**config.mk**
```make
export PLATFORM = sky130hd
export DESIGN_NAME = led_pattern_sequencer
export DESIGN_NICKNAME = d
export VERILOG_FILES = /design/src/rtl/led_seq_pkg.sv /design/src/rtl/led_pattern_sequencer_step_tick_gen.sv /design/src/rtl/led_pattern_sequencer.sv
export SDC_FILE = /design/constraint.sdc
export NUM_CORES = 1
export LEC_CHECK = 0
export CAP_MARGIN = 20
export CORE_ASPECT_RATIO = 0.7
export CORE_MARGIN = 2
export CORE_UTILIZATION = 52
export DETAILED_ROUTE_END_ITERATION = 8
export PLACE_DENSITY = 0.7
export SYNTH_ARGS = -nofsm -noshare
export SYNTH_HDL_FRONTEND = slang
export SYNTH_SLANG_ARGS = --single-unit
```
**constraint.sdc**
```tcl
create_clock -name i_Clk -period 1.9 [get_ports i_Clk]
set_input_delay 0.19 -clock i_Clk [delete_from_list [all_inputs] [get_ports i_Clk]]
set_output_delay 0.19 -clock i_Clk [all_outputs]
set_load 0.005 [all_outputs]
```
**src/rtl/led_seq_pkg.sv**
```systemverilog
// Shared mode codes, per-mode initial patterns and bounce direction for the
// LED pattern sequencer.
package led_seq_pkg;

  typedef enum logic [2:0] {
    MODE_OFF    = 3'd0,
    MODE_BLINK  = 3'd1,
    MODE_CHASE  = 3'd2,
    MODE_BOUNCE = 3'd3,
    MODE_COUNT  = 3'd4
  } mode_t;

  typedef enum logic {
    DIR_UP   = 1'b0,
    DIR_DOWN = 1'b1
  } dir_t;

  localparam logic [3:0] PAT_INIT_OFF    = 4'b0000;
  localparam logic [3:0] PAT_INIT_BLINK  = 4'b1111;
  localparam logic [3:0] PAT_INIT_CHASE  = 4'b0001;
  localparam logic [3:0] PAT_INIT_BOUNCE = 4'b0001;
  localparam logic [3:0] PAT_INIT_COUNT  = 4'b0000;

  // Unreachable codes fall through to OFF so the FSM self-recovers.
  function automatic mode_t next_mode(input mode_t m);
    case (m)
      MODE_OFF:    return MODE_BLINK;
      MODE_BLINK:  return MODE_CHASE;
      MODE_CHASE:  return MODE_BOUNCE;
      MODE_BOUNCE: return MODE_COUNT;
      default:     return MODE_OFF;
    endcase
  endfunction

  function automatic logic [3:0] init_pattern(input mode_t m);
    case (m)
      MODE_BLINK:  return PAT_INIT_BLINK;
      MODE_CHASE:  return PAT_INIT_CHASE;
      MODE_BOUNCE: return PAT_INIT_BOUNCE;
      MODE_COUNT:  return PAT_INIT_COUNT;
      default:     return PAT_INIT_OFF;
    endcase
  endfunction

endpackage

```
**src/rtl/led_pattern_sequencer_step_tick_gen.sv**
```systemverilog
// Prescaler producing a one-cycle step tick every g_STEP_COUNT enabled clocks.
module step_tick_gen #(
  parameter int g_STEP_COUNT = 2500000
) (
  input  logic i_Clk,
  input  logic i_Rst,
  input  logic i_Enable,
  input  logic i_Clear,
  output logic o_Tick
);

  localparam int CW = $clog2(g_STEP_COUNT);
  localparam logic [CW-1:0] LAST = CW'(g_STEP_COUNT - 1);

  logic [CW-1:0] cnt_q;

  always_ff @(posedge i_Clk) begin
    if (i_Rst || i_Clear) begin
      cnt_q <= '0;
    end else if (i_Enable) begin
      cnt_q <= (cnt_q == LAST) ? '0 : cnt_q + 1'b1;
    end
  end

  assign o_Tick = i_Enable && (cnt_q == LAST);

endmodule

```
**src/rtl/led_pattern_sequencer.sv**
```systemverilog
// Mode FSM and pattern register driving the four Go Board LEDs, paced by a
// single shared step tick.
module led_pattern_sequencer
  import led_seq_pkg::*;
#(
  parameter int g_STEP_COUNT = 2500000
) (
  input  logic       i_Clk,
  input  logic       i_Rst,
  input  logic       i_Next,
  input  logic       i_Enable,
  output logic       o_LED_1,
  output logic       o_LED_2,
  output logic       o_LED_3,
  output logic       o_LED_4,
  output logic [2:0] o_Mode
);

  mode_t      mode_q, mode_d;
  dir_t       dir_q, dir_d;
  logic [3:0] pat_q, pat_d;
  logic       tick;

  step_tick_gen #(
    .g_STEP_COUNT(g_STEP_COUNT)
  ) u_step_tick_gen (
    .i_Clk   (i_Clk),
    .i_Rst   (i_Rst),
    .i_Enable(i_Enable),
    .i_Clear (i_Next),
    .o_Tick  (tick)
  );

  always_ff @(posedge i_Clk) begin
    if (i_Rst) begin
      mode_q <= MODE_OFF;
      dir_q  <= DIR_UP;
      pat_q  <= PAT_INIT_OFF;
    end else begin
      mode_q <= mode_d;
      dir_q  <= dir_d;
      pat_q  <= pat_d;
    end
  end

  // i_Next outranks a coincident tick: the tick is dropped and the new
  // mode starts from its initial pattern.
  always_comb begin
    mode_d = mode_q;
    dir_d  = dir_q;
    pat_d  = pat_q;
    if (i_Next) begin
      mode_d = next_mode(mode_q);
      dir_d  = DIR_UP;
      pat_d  = init_pattern(next_mode(mode_q));
    end else begin
      case (mode_q)
        MODE_OFF: pat_d = PAT_INIT_OFF;
        MODE_BLINK: if (tick) pat_d = ~pat_q;
        MODE_CHASE: if (tick) pat_d = {pat_q[2:0], pat_q[3]};
        MODE_BOUNCE: begin
          if (tick) begin
            if (dir_q == DIR_UP) begin
              if (pat_q == 4'b1000) begin
                dir_d = DIR_DOWN;
                pat_d = {1'b0, pat_q[3:1]};
              end else begin
                pat_d = {pat_q[2:0], 1'b0};
              end
            end else begin
              if (pat_q == 4'b0001) begin
                dir_d = DIR_UP;
                pat_d = {pat_q[2:0], 1'b0};
              end else begin
                pat_d = {1'b0, pat_q[3:1]};
              end
            end
          end
        end
        MODE_COUNT: if (tick) pat_d = pat_q + 4'd1;
        default: begin
          mode_d = MODE_OFF;
          dir_d  = DIR_UP;
          pat_d  = PAT_INIT_OFF;
        end
      endcase
    end
  end

  assign o_LED_1 = pat_q[0];
  assign o_LED_2 = pat_q[1];
  assign o_LED_3 = pat_q[2];
  assign o_LED_4 = pat_q[3];
  assign o_Mode  = mode_q;

endmodule

```
==> impl_metrics.ini, run 1 <==
[yosys]
synth-edff-count = 0
synthAdderAreaFrac = 0.0297
yosys.area_share.simple = 0.312
synthTopCellsByArea = dfxtp_1, xor2_1, nor2_1, xnor2_1, nand4_1
ys_seq_elements = 30
syn-num-nets = 215
yosysTopAreaCell = dfxtp_1
synth_compound_area_frac = 0.105
synthesis.area_um2 = 1690
synth_top_cells_by_count = nor2_1, dfxtp_1, xor2_1
synthMuxAreaShare = 0.0245
ys_warn_count = 0
ys_seq_area_frac = 0.356
netlist-cell-type-count = 43
syn_inst = 207
synthMostInstantiatedCell = nor2_1
synthXorXnorAreaFrac = 0.130
synth_top_area_frac = 0.356
synthArstFlopShare = 0
synth_top_family_by_area = simple AND/OR/NAND/NOR gates
syn_avg_cell_area_um2 = 8.14
yosys_most_used_dff = dfxtp_1

[critical_path]
reg2reg_slack_ps = 80
worstPathArrival_ps = 1970
crit_fanout = 3
startpoint_type = flop
crit_required_ps = 2050
critPathKind = flop to flop
end_kind = flop

[finish]
fillers = 269
syn2layout_area_growth_pct = 24.4
utilization = 0.671
final_net_count = 242
stdcell_area_um2 = 2100
drive_gt1_frac = 0.188
n_antenna_cell = 0

[floorplanning]
start_util = 0.539
die_h_um = 51.6
io_pins = 11
die_w_um = 72.0
rows = 17
die_area_um2 = 3720
coreArea_um2 = 3130

[place]
dpl.hpwl_mm = 3.04
gp_congestion = 0.841
io_buffers = 10
dp_slack_ps = -6.15
place_area_um2 = 1960

[cts]
clkSlewWorstSetupHoldPaths_ps = 60
cts.path.max_buffers = 2
holdBufCountCts = 0
clk_latency_ps = 280
post_cts_buffers = 0
numClockSinks = 30
clock-root-buffer = clkbuf_8
cts.htree.levels = 2
numCtsBuffers = 5
cts_tree = done

[drt]
vias = 1568
ant_nets = 0
totalWireLength_mm = 4.11
drc = 0
viasPerCell = 5.76
routedWlPerCell_um = 15.1
first_iter_violations = 98
drtPass1Iterations = 4

[grt]
overflow = 0
grt_use_total = 0.258
grt_max_degree = 23
grt_pass1_wl_mm = 7.17
antenna_found_initial = 0
grt_pass1_vias = 1467

[timing]
period_minus_slack_ps = 1820
setup_viol = 0
tightest_slew_ps = 578
hold_viol = 0
final.setup_skew_ps = 6.71
clock.fmax_ghz = 0.548
worst_slack_ps = 76.1
slew_headroom = 0.605
hold_slack_ps = 509
slew_violations = 0
period_share = 0.960

[outcome]
status = completed

[power_and_ir_drop]
ir_drop_mv = 0.364
power_leakage_uw = 0.000748
power_uw = 1400
power_density_nw_per_um2 = 666

[run]
drv_cap = 0

[worst_hold_path]
min_path_type = flop to flop
[timing repair]
action | CTS | global route
resized for setup | 0 | 15
hold endpoints to repair | 0 | 0
endpoints found under the setup margin | 0 | 25
[stage by stage]
stage	std cells	setup TNS (ps)
2_1_floorplan	207	0
6_report	272	0
3_3_place_gp	265	-34.1
3_5_place_dp	265	-9.02
4_1_cts	272	0
5_1_grt	272	-25.2
[layout make-up]
| type | instances | area [µm²] | share of cell area |
|---|---|---|---|
| repair buffers | 32 | 278 | 0.132 |
| well taps | 38 | 47.5 | 0.0227 |
| clock buffers | 7 | 76.3 | 0.0364 |
| multi-input cells | 160 | 1070 | 0.511 |
| inverters | 5 | 18.8 | 0.00895 |
| flip-flops and latches | 30 | 604 | 0.288 |
[registers in the layout, indices dropped and copies added (netlist names)]
register               flops
dir_q                      1
u_step_tick_gen.cnt_q     22
o_Mode                     3
pat_q                      4
[per-layer routing]
layer	vias to the layer above	share of wire	GRT usage
met2	50	0.42	0.363
li1	788	-	-
met3	7	0.089	0.0930
met1	723	0.48	0.361
met4	0	0.013	0.0912
met5	-	0	0
[worst paths after layout]
check | end | start | cells past startpoint
worst max register to register | dir_q | u_step_tick_gen.cnt_q[7] | 5
worst max-delay path | dir_q | u_step_tick_gen.cnt_q[7] | 5
worst min register to register | u_step_tick_gen.cnt_q[8] | u_step_tick_gen.cnt_q[8] | 2
worst min-delay path | u_step_tick_gen.cnt_q[8] | u_step_tick_gen.cnt_q[8] | 2
[cells by family (layout without fill, tap and decap cells)]
family / Yosys count / in the layout
AND/OR/NAND/NOR: 102 / 102
multiplexers: 4 / 4
flip-flops: 30 / 30
AO/OA/AOI/OAI: 25 / 25
XOR/XNOR: 25 / 25
adder cells (fa/ha/maj): 4 / 4
buffers and inverters: 17 / 44
[cells in the final DEF (no fill, tap or decap), types with 4 or more instances in the layout]
cell / Yosys / routed
dfxtp_1: 30 / 27
clkbuf_8: 0 / 5
nand4_1: 9 / 9
xnor2_1: 8 / 8
xor2_1: 17 / 17
buf_4: 2 / 21
nand2_1: 14 / 14
nor3_1: 9 / 8
a21oi_1: 4 / 4
clkdlybuf4s50_1: 0 / 10
nor2_1: 34 / 34
o21ai_0: 4 / 4
inv_1: 5 / 5
nand3_1: 9 / 8
nor2b_1: 4 / 4
[critical path, stage by stage, from the launching register on]
cell     delay [ps]
dfxtp_2         350
nand2_2          70
or4b_4          570
nor4_4          330
mux2i_2         310
nor4_1           70
[where the power goes]
| group | total (µW) | switching (µW) | internal (µW) |
|---|---|---|---|
| logic | 242 | 120 | 122 |
| clock network | 480 | 229 | 252 |
| registers | 674 | 27.8 | 647 |
| total | 1400 | 376 | 1020 |
Note: power is estimated with default switching activity, not from simulation.
==> run 2: changes to the inputs <==
CTS_CLUSTER_DIAMETER = 120   (was default)
==> results of run 2 <==
Final layout, timing and power as in run 1 (identical DEF).
